### config.mk
export PLATFORM = sky130hd
export DESIGN_NAME = vote_ctrl
export DESIGN_NICKNAME = d
export VERILOG_FILES = /design/src/rtl/vote_pkg.sv /design/src/rtl/maj3.sv /design/src/rtl/vote_ctrl.sv
export SDC_FILE = /design/constraint.sdc
export NUM_CORES = 1
export LEC_CHECK = 0
export CAP_MARGIN = 25
export CORE_ASPECT_RATIO = 0.7
export CORE_MARGIN = 4
export CORE_UTILIZATION = 45
export CTS_CLUSTER_SIZE = 24
export DETAILED_ROUTE_END_ITERATION = 10
export HOLD_SLACK_MARGIN = 0.03
export PLACE_DENSITY = 0.74
export SLEW_MARGIN = 0
export SYNTH_ARGS = -nofsm -noshare
export SYNTH_HDL_FRONTEND = slang
export SYNTH_SLANG_ARGS = --single-unit
### constraint.sdc
create_clock -name clk_i -period 1.5 [get_ports clk_i]
set_input_delay 0.15 -clock clk_i [delete_from_list [all_inputs] [get_ports clk_i]]
set_output_delay 0.15 -clock clk_i [all_outputs]
set_load 0.01 [all_outputs]
### src/rtl/vote_pkg.sv
// vote_pkg: shared FSM state encoding, voter indices and default timer width for vote_ctrl
package vote_pkg;
  typedef enum logic [1:0] {
    ST_IDLE    = 2'd0,
    ST_COLLECT = 2'd1,
    ST_DECIDE  = 2'd2,
    ST_SHOW    = 2'd3
  } state_e;
  localparam int IDX_A     = 0;
  localparam int IDX_B     = 1;
  localparam int IDX_C     = 2;
  localparam int CNT_W_DEF = 8;
endpackage

### src/rtl/maj3.sv
// maj3: 3-input majority voter, y = ab + bc + ac
module maj3 (
  input  logic a_i,
  input  logic b_i,
  input  logic c_i,
  output logic y_o
);
  assign y_o = (a_i & b_i) | (b_i & c_i) | (a_i & c_i);
endmodule

### src/rtl/vote_ctrl.sv
// vote_ctrl: timed 3-voter session controller; VOTE_CTRL_REVOTE_EN selects last-vote-wins with timer-only close
module vote_ctrl
  import vote_pkg::*;
#(
  parameter int WINDOW_CYCLES = 100,
  parameter int HOLD_CYCLES   = 16,
  parameter int CNT_W         = CNT_W_DEF
) (
  input  logic       clk_i,
  input  logic       rst_n_i,
  input  logic       start_i,
  input  logic       vote_a_vld_i,
  input  logic       vote_a_yes_i,
  input  logic       vote_b_vld_i,
  input  logic       vote_b_yes_i,
  input  logic       vote_c_vld_i,
  input  logic       vote_c_yes_i,
  output logic       busy_o,
  output logic [2:0] voted_o,
  output logic       result_o,
  output logic       result_vld_o,
  output logic       timeout_o
);
  localparam logic [CNT_W-1:0] WIN_LD  = CNT_W'(WINDOW_CYCLES - 1);
  localparam logic [CNT_W-1:0] HOLD_LD = CNT_W'(HOLD_CYCLES - 1);
  localparam logic [CNT_W-1:0] ONE     = CNT_W'(1);
  state_e           state_q, state_d;
  logic [CNT_W-1:0] timer_q, timer_d;
  logic [2:0]       votes_q, votes_d, voted_q, voted_d;
  logic [2:0]       vld, yes, take, votes_c, voted_c;
  logic             result_q, result_d, timeout_q, timeout_d, maj_y, close;
  // gather voter strobes and values into index-ordered vectors
  always_comb begin
    vld        = '0;
    yes        = '0;
    vld[IDX_A] = vote_a_vld_i;
    vld[IDX_B] = vote_b_vld_i;
    vld[IDX_C] = vote_c_vld_i;
    yes[IDX_A] = vote_a_yes_i;
    yes[IDX_B] = vote_b_yes_i;
    yes[IDX_C] = vote_c_yes_i;
  end
  // which strobes overwrite a latched vote, and whether this COLLECT cycle is the last
  always_comb begin
`ifdef VOTE_CTRL_REVOTE_EN
    take  = vld;
    close = timer_q == '0;
`else
    take  = vld & ~voted_q;
    close = (timer_q == '0) || ((voted_q | vld) == 3'b111);
`endif
    votes_c = (votes_q & ~take) | (yes & take);
    voted_c = voted_q | vld;
  end
  maj3 u_maj3 (
    .a_i(votes_q[IDX_A]),
    .b_i(votes_q[IDX_B]),
    .c_i(votes_q[IDX_C]),
    .y_o(maj_y)
  );
  // session FSM: next state, timer and vote/result updates
  always_comb begin
    state_d   = state_q;
    timer_d   = timer_q;
    votes_d   = votes_q;
    voted_d   = voted_q;
    result_d  = result_q;
    timeout_d = timeout_q;
    case (state_q)
      ST_IDLE: begin
        timer_d = WIN_LD;
        if (start_i) begin
          state_d   = ST_COLLECT;
          votes_d   = '0;
          voted_d   = '0;
          result_d  = 1'b0;
          timeout_d = 1'b0;
        end
      end
      ST_COLLECT: begin
        timer_d = timer_q - ONE;
        votes_d = votes_c;
        voted_d = voted_c;
        state_d = close ? ST_DECIDE : ST_COLLECT;
      end
      ST_DECIDE: begin
        result_d  = maj_y;
        timeout_d = voted_q != 3'b111;
        timer_d   = HOLD_LD;
        state_d   = ST_SHOW;
      end
      ST_SHOW: begin
        timer_d = timer_q - ONE;
        state_d = (timer_q == '0) ? ST_IDLE : ST_SHOW;
      end
    endcase
  end
  // state and datapath registers; reset aborts any session in progress
  always_ff @(posedge clk_i or negedge rst_n_i) begin
    if (!rst_n_i) begin
      state_q   <= ST_IDLE;
      timer_q   <= '0;
      votes_q   <= '0;
      voted_q   <= '0;
      result_q  <= 1'b0;
      timeout_q <= 1'b0;
    end else begin
      state_q   <= state_d;
      timer_q   <= timer_d;
      votes_q   <= votes_d;
      voted_q   <= voted_d;
      result_q  <= result_d;
      timeout_q <= timeout_d;
    end
  end
  assign busy_o       = state_q != ST_IDLE;
  assign result_vld_o = state_q == ST_SHOW;
  assign voted_o      = voted_q;
  assign result_o     = result_q;
  assign timeout_o    = timeout_q;
endmodule
== Word-level counts from Yosys, hierarchy flattened ==
Cells that the tools add are included.

* Bits of input ports: 9
* Output and inout bits: 7
* Register bits: 18

* Reductions and logical operators: 9
* Multiplexer cells: 11
* $add $sub $neg: 1
* Bitwise operators: 12
* Equality and inequality tests: 6

{| class="wikitable"
|+ Operators with widths
! kind !! count
|-
| $pmux W8 S3 || 1
|-
| $pmux W3 S2 || 2
|-
| $and A3 B3 Y3 || 3
|-
| $logic_not A8 Y1 || 1
|-
| $pmux W2 S4 || 1
|-
| $sub A8 B1 Y8 const B || 1
|-
| $mux W2 || 3
|-
| $not A3 Y3 || 2
|-
| $or A3 B3 Y3 || 2
|-
| $reduce_bool A2 Y1 || 3
|-
| $eq A2 B2 Y1 const B || 2
|-
| $pmux W1 S2 || 2
|-
| $reduce_and A2 Y1 || 2
|-
| $and A1 B1 Y1 || 3
|-
| $eq A3 B3 Y1 const B || 1
|-
| $mux W3 || 1
|-
| $ne A3 B3 Y1 const B || 1
|-
| $eq A2 B1 Y1 const B || 1
|-
| $logic_not A2 Y1 || 1
|-
| $ne A2 B2 Y1 const B || 1
|-
| $or A1 B1 Y1 || 2
|-
| $reduce_or A2 Y1 || 1
|-
| $logic_or A1 B1 Y1 || 1
|-
| $mux W1 || 1
|}

== Depth between registers and ports, before layout ==
Gate-level depths: netlist of run 1.

* Word-level depth: 6
* Depth in mapped cells: 5

== Modules after synthesis ==
From an unflattened synthesis of run 1, not the netlist that was laid out.

* Cell total of the unflattened synthesis: 94
* Area, all modules: 905.9 µm²

{| class="wikitable"
|+ Modules (own cells, without submodules)
! module !! times used !! cells each !! seq. area each (µm²) !! area an instance (µm²)
|-
| vote_ctrl || 1 || 93 || 450.4 || 894.6
|-
| maj3 || 1 || 1 || 0.0 || 11.3
|}

== Least setup slack after synthesis of run 1 ==
OpenSTA, ideal clock, no wires.

* Path type: register -> register
* Start point: register timer_q[1]
* End point: register timer_q[7]
* Buffers on the path: 0
* Path slack: -0.120 ns
* Period minus slack after synthesis: 1.620 ns
* Data arrival time: 1.543 ns
* Data required time: 1.423 ns
* Stages on the path, launching flop included: 4
* Path through: dfrtp_1 > or4_4 > or4b_1 > a21oi_1

* Cells in the longest elaborated chain, start to end: 2

{| class="wikitable"
|+ RTL lines
! item !! RTL line !! RTL
|-
| from (decl) || vote_ctrl.sv:28 || <nowiki>logic [CNT_W-1:0] timer_q, timer_d;</nowiki>
|-
| from (signal assigned) || vote_ctrl.sv:109 || <nowiki>timer_q <= timer_d;</nowiki>
|-
| $sub A8 B1 Y8 || vote_ctrl.sv:81, vote_ctrl.sv:93 ||
|-
| $pmux W8 S3 || vote_ctrl.sv:69 || <nowiki>case (state_q)</nowiki>
|-
| net timer_d[7] || vote_ctrl.sv:28 ||
|}

The timed path passes the listed nets, and every way through them passes these cells.
A chain may end at the register's enable or synchronous reset.

== Worst setup path in the final report of run 1 ==
* Start point: register timer_q[3]
* End point: register timer_q[7]

Same word-level chain as after synthesis.

==> summary.md, run 1 <==
| Metric | Value |
|---|---|
| Core area | 0.001887 mm2 |
| Worst-path clk slew | 0.09 ns |
| Worst r2r path cells | 3 |
| Routability cong. | 0.8641 |
| WP data arrival | 1.86 ns |
| Syn Inst Count | 94 |
| Via density per instance | 5.545 |
| Inst Count DP | 139 |
| Nets | 134 |
| Startpoint types | register |
| Row count | 13 |
| Setup_tns | -0.2639 ns |
| Ports | 16 |
| Adder-cell share of the synthesized area | 3.883% |
| Synth Area in XOR/XNOR | 1.942% |
| Vias after detailed routing | 793 |
| Synth Warn # | 0 |
| Reg-to-reg critical path startpoint | timer_q[3] |
| Antenna cells | 0 |
| Worst EP required | 1.72 ns |
| Fin. max-slew vios | 0 |
| Total GRT Usage | 15.57% |
| # setup viols final | 3 |
| WS Path Type | reg -> reg |
| CP startpoint | timer_q[3] |
| Worst slew pin tran | 0.3402 ns |
| Pleak | 0.5007 nW |
| Sink Count | 18 |
| Max_cap viols | 0 |
| Largest cells by area after synthesis | dfrtp_1 (50%), a21oi_1 (4.4%), inv_1 (3.3%), nor2_1 (2.9%), nand4b_1 (2.9%) |
| Clock tree buffer depth | 2 |
| Simple-gate area share of the yosys netlist | 24.83% |
| Fmax | 609.0 MHz |
| Failing checks | setup timing |
| Worst slew margin | 77.11% |
| Antenna violations before repair | 0 |
| Post-synth EDFFs | 0 |
| Minimum setup slack in the final design | -0.1420 ns |
| Vias in the first global route | 714 |
| Fill count | 156 |
| Most used flip-flop cell after synthesis | dfrtp_1 |
| Sequential-to-total area share from yosys stat | 49.93% |
| RSZ-0062 raised after global routing | true |
| Die area | 0.002796 mm2 |
| Syn nets | 105 |
| I/O Buffers | 15 |
| Post-synthesis register bit count | 18 |
| Die width | 61.52 um |
| Reg-to-reg endpoint | timer_q[7] |
| ANT nets after route | 0 |
| Die H | 45.46 um |
| Most frequent cell after synthesis | dfrtp_1 |
| VDD IR max | 1.038 mV |
| Mapped cell area | 902.1 um2 |
| Initial core utilization | 47.81% |
| Synth top cells by count | dfrtp_1 (18), a21oi_1 (8), inv_1 (8), nor2_1 (7) |
| Status | complete, but fails checks |
| Non-Filler Instances | 143 |
| Worst-Skew Late Latency | 0.29 ns |
| GRT Residual Overflow | 0 |
| Dpl hpwl | 1.480 mm |
| Worst Hold Class | in -> async |
| Synth Area per Inst | 9.597 um2 |
| Leading area contributor after synthesis | dfrtp_1 |
| Share of cells above drive strength 1 | 22.31% |
| Hold WS | 0.1811 ns |
| Drt first-iter violations | 23 |
| Fin crit share | 109.5% |
| Synth-to-layout area growth | 36.48% |
| Total power | 0.001969 W |
| Min cycle time layout | 1.642 ns |
| R2R Setup Slk | -0.14 ns |
| Asr flop ratio synth | 100.0% |
| First-pass GRT wire length | 3.160 mm |
| WL/cell | 14.33 um |
| Multiplexer share of the synthesized area | 0% |
| Critical Path End | timer_q[7] |
| Final hold viol count | 0 |
| Post-synthesis compound-gate area fraction | 14.84% |
| Largest net degree at the start of global routing | 19 |
| Power per cell area | 1599 mW/mm2 |
| Clock Tree Root | clkbuf_4 |
| Crit end category | register |
| Htree depth | 1 |
| DRC viols | 0 |
| CTS Buf Count | 3 |
| Worst Path Max Fanout | 4 |
| Routed wire length | 2.049 mm |
| Count of different cell masters after synthesis | 30 |
| Largest family of logic cells by synthesized area | simple AND/OR/NAND/NOR gates |
| Top cell type's share of synthesized area | 49.93% |
| CTS tree | yes |
| First-pass DRT Iterations | 4 |
| Worst Skew | 0.007062 ns |
==> how the worst min path moves through the flow <==
stage / from / end / slack [ns] / cells after the start
2_1_floorplan: rst_n_i / result_o / -0.15 / 0
6_report: rst_n_i / timer_q[5] / 0.18 / 2
3_5_place_dp: rst_n_i / timer_q[3] / 0.49 / 2
5_1_grt: rst_n_i / timer_q[3] / 0.19 / 2
3_3_place_gp: rst_n_i / timer_q[0] / 0.50 / 2
4_1_cts: rst_n_i / timer_q[3] / 0.18 / 2
==> worst max-delay path, cell delays in order (launching register included) <==
cell     delay (ns)
dfrtp_1        0.42
or4_4          0.54
or4b_4         0.49
a21oi_2        0.12
==> cells in the final DEF (no fill, tap or decap) <==
master / count
nand4b_1: 3
or3_1: 1
nor4_1: 1
a21oi_1: 7
o21bai_1: 1
nor3b_1: 1
dlygate4sd2_1: 1
nor3_1: 2
nor3_4: 1
o22ai_1: 3
or4_1: 1
a21oi_2: 1
nand2b_1: 4
or2_2: 1
o31ai_2: 1
xnor2_1: 2
ha_1: 1
a31oi_1: 3
dfrtp_1: 18
o31ai_1: 1
nor2b_1: 1
o21ai_0: 5
dlymetal6s2s_1: 1
nor2_1: 6
maj3_1: 1
buf_4: 12
nand3b_1: 1
nor2b_2: 1
ha_4: 1
and2_1: 2
nand2_1: 5
clkbuf_4: 3
inv_1: 8
nor2_2: 1
or4_4: 2
and3_1: 1
o41ai_2: 1
or3_2: 1
or4b_4: 1
clkdlybuf4s50_1: 13
==> layer usage <==
metal	track usage [%]	part of all wire, %
met4	2.542	0.59
met5	0	0
met2	23.59	47
met3	5.949	5.6
met1	21.55	47
==> state kept, by name, indices dropped and copies added (netlist names) <==
signal / cells
result_o: 1
state_q: 2
timeout_o: 1
timer_q: 8
voted_o: 3
votes_q: 3
==> power breakdown <==
part	total, W	switching, W	internal (W)
sequential	0.000830	0.000153	0.000676
combinational	0.000913	0.000431	0.000482
clock	0.000226	0.000133	0.0000932
==> cell families after synthesis <==
logic type | after synthesis
AND/OR/NAND/NOR | 37
XOR/XNOR | 2
flip-flops | 18
buffers and inverters | 11
AO/OA/AOI/OAI | 23
adder cells (fa/ha/maj) | 3
==> through the flow <==
stage          worst slack [ns]  instance area, um2  util [%]
4_1_cts                 -0.1161                1175     62.27
3_3_place_gp           -0.09894                1151     61.01
3_5_place_dp            -0.1285                1151     61.01
5_1_grt                 -0.1772                1231     65.25
2_1_floorplan          -0.08424               902.1         -
6_report                -0.1420                1231     65.25
==> area by class of cell <==
class	count	area (um2)	share of cell area, %
multi-input combinational	65	459.2	37.30
tap	22	27.53	2.236
inverter	8	30.03	2.439
sequential	18	450.4	36.59
timing repair buffer	27	241.5	19.61
clock buffer	3	22.52	1.829
==> repair_timing <==
item | in CTS | in global routing
hold endpoints to repair | 0 | 0
endpoints found under the setup margin | 6 | 13
pin swaps | 3 | 1
setup buffers | 0 | 1
gates resized for setup | 2 | 10
hold buffers | 0 | 0
(Power assumes the default switching activity.)
==> run 2, diff against run 1 <==
GPL_TIMING_DRIVEN = 0   (was unset)
==> run 2 against run 1 <==
Effect of this change: the flow still finishes with violations (setup timing); worst hold slack gained 0.13 ns; combinational power increased by 5.3%; die area stayed put; sequential share of layout area down 0.93 points; total power grew 6.8%; critical path depth unchanged; largest cell class is now flip-flops and latches; largest power group unchanged.
==> summary.md, run 2 (synthesis gave the netlist of run 1 again) <==
| Metric | Value |
|---|---|
| CTS Buf Count | 3 |
| Cell family contributing the most delay on the critical path | simple AND/OR/NAND/NOR gates |
| Routability cong. | 0.7642 |
| Final hold viol count | 0 |
| Post-cts hold buffer count | 0 |
| Slowest Stage Delay on Critical Path | 0.56 ns |
| GRT Residual Overflow | 0 |
| Total power | 0.002102 W |
| Worst-Skew Late Latency | 0.30 ns |
| Fmax | 598.3 MHz |
| M2 GR Usage | 26.51% |
| Routed wire length | 2.285 mm |
| Nets | 140 |
| Minimum setup slack in the final design | -0.1713 ns |
| Max reg flops | 8 |
| Worst slew margin | 45.00% |
| Worst Skew | 0.005387 ns |
| WP data arrival | 1.91 ns |
| WP depth | 3 |
| Fin. max-slew vios | 0 |
| CTS tree | yes |
| # setup viols final | 4 |
| Share of cells above drive strength 1 | 26.56% |
| Register area | 454.2 um2 |
| VDD IR max | 1.025 mV |
| Ports | 16 |
| Power per cell area | 1650 mW/mm2 |
| Slowest-stage cell, CP | or4_4 |
| Area after DPL | 0.001080 mm2 |
| Worst Path Max Fanout | 4 |
| Synth-to-layout area growth | 41.19% |
| Antenna cells | 0 |
| Biggest register | timer_q |
| Worst EP required | 1.74 ns |
| Initial core utilization | 47.81% |
| GRT Max-Usage Layer | met2 |
| Die width | 61.52 um |
| Sink Count | 18 |
| First-pass DRT Iterations | 5 |
| WS Path Type | reg -> reg |
| Hold WS | 0.3121 ns |
| First-pass GRT wire length | 3.532 mm |
| RSZ-0062 raised after global routing | true |
| Dpl hpwl | 1.451 mm |
| Fin crit share | 111.4% |
| Commonest cells after routing, fill and taps aside | buf_4 (15), dfrtp_1 (15), clkdlybuf4s50_1 (13) |
| Failing checks | setup timing |
| Clock tree buffer depth | 2 |
| Met3 Usage GRT | 6.232% |
| Worst Hold Class | in -> async |
| Startpoint types | register |
| DRC viols | 0 |
| Row count | 13 |
| Vias in the first global route | 745 |
| Total GRT Usage | 17.98% |
| Htree depth | 1 |
| Met1 Resource Use GR | 23.98% |
| Multi-input logic area | 434.2 um2 |
| Largest net degree at the start of global routing | 19 |
| Min cycle time layout | 1.671 ns |
| Worst slew pin tran | 0.8224 ns |
| Worst path bufs/invs | 0 |
| Max_cap viols | 0 |
| Via density per instance | 5.720 |
| Die area | 0.002796 mm2 |
| Fill count | 159 |
| Final core utilization | 67.51% |
| Crit end category | register |
| Antenna violations before repair | 0 |
| Pleak | 0.5213 nW |
| Critical-path cell list | or4_4, or4_1, nand3b_1 |
| ANT nets after route | 0 |
| Status | complete, but fails checks |
| Pre-CTS setup slack | -0.1683 ns |
| Drt first-iter violations | 34 |
| Worst r2r path cells | 3 |
| Die H | 45.46 um |
| Clock Tree Root | clkbuf_4 |
| Core area | 0.001887 mm2 |
| Cell area after layout | 0.001274 mm2 |
| WL/cell | 15.23 um |
| Vias after detailed routing | 858 |
| I/O Buffers | 15 |
| Worst-path clk slew | 0.11 ns |
-- run 2: cell count changes in the layout (fill, tap and decap cells not counted), moves of 2 or more --
cell,before,now
buf_4,12,15
dfrtp_1,18,15
dfrtp_2,0,3
clkbuf_8,0,2
inv_1,8,6
inv_2,0,2
-- run 2: final timing paths --
kind,end,start,slack [ns]
worst max-delay path,state_q[1],timer_q[2],-0.17
worst min-delay path,timer_q[2],rst_n_i,0.31
worst max register to register,state_q[1],timer_q[2],-0.17
worst min register to register,timeout_o,timeout_o,0.54
max in group asynchronous,state_q[1],rst_n_i,0.62
min in group clk_i,votes_q[1],vote_b_yes_i,0.42
-- run 2: metrics by stage --
step / setup TNS, ns / instances
6_report: -0.5233 / 150
5_1_grt: -0.7569 / 150
4_1_cts: -0.3922 / 144
3_5_place_dp: -0.6221 / 131
3_3_place_gp: -0.4548 / 131
2_1_floorplan: -0.1933 / 94
-- run 2: layout make-up --
class | instances | share of cell area, %
buffer | 2 | 1.473
clock buffer | 4 | 2.849
inverter | 8 | 2.358
multi-input combinational | 65 | 34.09
sequential | 18 | 35.66
tap | 22 | 2.161
timing repair buffer | 31 | 21.41
-- run 2: where the power goes --
| part | leakage (nW) | switching, W | internal, W |
|---|---|---|---|
| Clock | 0.0210 | 0.000157 | 0.000148 |
| Sequential | 0.208 | 0.000156 | 0.000679 |
| Combinational | 0.292 | 0.000430 | 0.000531 |
| Total | 0.521 | 0.000743 | 0.00136 |
-- run 2: routing by layer --
layer / wire [um] / up-vias
met1: 959 / 396
met4: 66 / 0
met5: 0 / -
li1: - / 404
met3: 169 / 12
met2: 1090 / 46
-- run 2: timing repair --
item | 4_1_cts | 5_1_grt
gates resized for setup | 9 | 10
setup endpoints to repair | 6 | 10
pin swaps | 5 | 3
setup buffers | 10 | 6
==> run 3, diff against run 2 <==
ABC_AREA = 1   (was unset)
CORE_UTILIZATION = 46   (was 45)
REMOVE_ABC_BUFFERS = 1   (was unset)
==> run 3 against run 2 <==
Effect of this change: the run now ends clean; worst hold slack improved by 0.0025 ns; area after synthesis is 4.9% higher; first-iteration DRC count increased by 56%; sequential share of layout area is 3.4 points higher; sequential power up 6.9%; global-route usage fell by 1.1 points; total power up 6.5%; setup slack gained 0.25 ns; combinational power grew 16%; clock-buffer cell count shrank 1; flip-flop and latch count stayed put; critical path type is now reg -> out; critical endpoint is now busy_o; highest routed layer unchanged.
==> summary.md, run 3 <==
| Metric | Value |
|---|---|
| Status | complete, no violations |
| Post-cts hold buffer count | 0 |
| VDD IR max | 1.202 mV |
| Clock tree buffer depth | 2 |
| Dpl hpwl | 1.519 mm |
| CTS Buf Count | 3 |
| Worst slew margin | 46.99% |
| Die area | 0.002857 mm2 |
| Worst Skew | 0.004699 ns |
| Crit end category | primary output |
| Fin. max-slew vios | 0 |
| Count of different cell masters after synthesis | 20 |
| WL/cell | 11.84 um |
| Share of cells above drive strength 1 | 8.966% |
| Sink Count | 18 |
| Reg-to-reg endpoint | timer_q[4] |
| First-pass GRT wire length | 3.712 mm |
| Top cell type's share of synthesized area | 47.62% |
| First-pass DRT Iterations | 4 |
| R2R Setup Slk | 0.27 ns |
| Power per cell area | 1928 mW/mm2 |
| Leading area contributor after synthesis | dfrtp_1 |
| Vias in the first global route | 854 |
| Routability cong. | 0.8119 |
| Syn Inst Count | 126 |
| RSZ-0062 raised after global routing | false |
| Inst Count DP | 162 |
| Initial core utilization | 49.70% |
| Commonest cells after routing, fill and taps aside | nand2_1 (34), inv_1 (19), dfrtp_1 (16) |
| Largest cells by area after synthesis | dfrtp_1 (48%), nand2_1 (13%), inv_1 (7.5%), nor2_1 (6.3%), nand3_1 (4.2%) |
| Total GRT Usage | 16.84% |
| Largest net degree at the start of global routing | 19 |
| # setup viols final | 0 |
| Critical Path End | busy_o |
| Ports | 16 |
| Startpoint types | register |
| GRT Residual Overflow | 0 |
| CP startpoint | state_q[0] |
| Fin crit share | 94.71% |
| Pleak | 0.5785 nW |
| Setup_tns | 0 ns |
| Sequential-to-total area share from yosys stat | 47.62% |
| Synth-to-layout area growth | 22.75% |
| Reg-to-reg critical path startpoint | timer_q[0] |
| Worst r2r path cells | 5 |
| Die H | 45.94 um |
| Most frequent cell after synthesis | nand2_1 |
| Worst-Skew Late Latency | 0.29 ns |
| Max reg flops | 8 |
| Core area | 0.001903 mm2 |
| Asr flop ratio synth | 100.0% |
| DRC viols | 0 |
| Worst Hold Class | in -> async |
| Worst slew pin tran | 0.7926 ns |
| Critical-path cell list | nor2_4, inv_1, dlygate4sd2_1 |
| CTS tree | yes |
| Row count | 13 |
| Max_cap viols | 0 |
| Mapped cell area | 945.9 um2 |
| Commonest non-fill, non-tap cell in the layout | nand2_1 |
| Most used flip-flop cell after synthesis | dfrtp_1 |
| Non-Filler Instances | 167 |
| Vias after detailed routing | 880 |
| Nets | 158 |
| Hold WS | 0.3146 ns |
| Post-synth EDFFs | 0 |
| Worst Path Max Fanout | 4 |
| ANT nets after route | 0 |
| Antenna violations before repair | 0 |
| Htree depth | 1 |
| Die width | 62.20 um |
| Slowest Stage Delay on Critical Path | 0.45 ns |
| Post-synthesis register bit count | 18 |
| Synth Warn # | 0 |
| WS Path Type | reg -> out |
| Worst-path clk slew | 0.10 ns |
| I/O Buffers | 15 |
| Fmax | 703.9 MHz |
| Drt first-iter violations | 53 |
| Synth Area per Inst | 7.507 um2 |
| Antenna cells | 0 |
| Worst EP required | 1.35 ns |
| Slowest-stage cell, CP | dfrtp_2 |
| Final hold viol count | 0 |
| Min cycle time layout | 1.421 ns |
| Clock Tree Root | clkbuf_4 |
| Biggest register | timer_q |
| Synth top cells by count | nand2_1 (34), inv_1 (19), dfrtp_1 (18), nor2_1 (16) |
| WP data arrival | 1.27 ns |
| Routed wire length | 1.978 mm |
| Via density per instance | 5.269 |
-- run 3: changes by cell type after synthesis, sizes merged, moves of 3 or more --
cell,before,now
nand4b,3,0
clkbuf,3,0
o21ai,5,9
nor2,7,17
nand3,0,8
or4,3,0
nand2,5,35
a31oi,3,0
nand2b,4,0
inv,8,20
-- run 3: per-layer routing --
layer | vias up | track usage (%) | wire (um)
li1 | 445 | - | -
met2 | 42 | 24.17 | 801
met1 | 391 | 24.50 | 1016
met5 | - | 0 | 0
met4 | 0 | 3.896 | 10
met3 | 2 | 5.432 | 151
-- run 3: kinds of logic (layout without fill, tap and decap cells) --
kind of cell	after synthesis	after routing	synth area share, %
AO/OA/AOI/OAI	19	19	11.24
flip-flops	18	18	47.62
AND/OR/NAND/NOR	66	66	29.50
buffers and inverters	21	40	8.996
adder cells (fa/ha/maj)	2	2	2.645
-- run 3: where the power goes --
group | switching [W] | internal [W]
sequential | 0.000177 | 0.000716
combinational | 0.000647 | 0.000465
clock | 0.000140 | 0.0000933
total | 0.000964 | 0.00127
-- run 3: timing repair --
action                     CTS  global route
setup buffers                2             0
hold endpoints to repair     0             0
gates resized for setup      6             0
setup endpoints to repair    2             0
-- run 3: final cells by class --
cell class                 count  area [um2]
timing repair buffer          17       162.7
tap                           22       27.53
sequential                    18       452.9
fill                         183       742.0
clock buffer                   3       22.52
multi-input combinational     87       417.9
inverter                      20       77.57
-- run 3: worst min path at each step --
stage,end,slack [ns],cells after the start
after floorplan,result_o,-0.15,0
after global placement,timer_q[0],0.42,1
after detailed placement,timer_q[0],0.42,1
after CTS,timer_q[5],0.33,1
after global routing,timer_q[5],0.35,1
final,voted_o[2],0.31,1
-- run 3: per-stage QoR --
step           util (%)  worst slack [ns]  power (W)  cell area (um2)
2_1_floorplan         -            0.4149   0.001582            938.4
3_3_place_gp      58.65          -0.07329   0.001932             1116
3_5_place_dp      58.65          -0.06384   0.001967             1116
4_1_cts           61.01           0.08166   0.002245             1161
5_1_grt           61.01           0.02903   0.002491             1161
6_report          61.01           0.07934   0.002238             1161
-- run 3: worst max-delay path: cells and delay by family, from the launching register on --
family                 cells  cell delay [ns]
DFF                        1             0.45
buffers and inverters      2             0.38
and+or+nand+nor            1             0.16
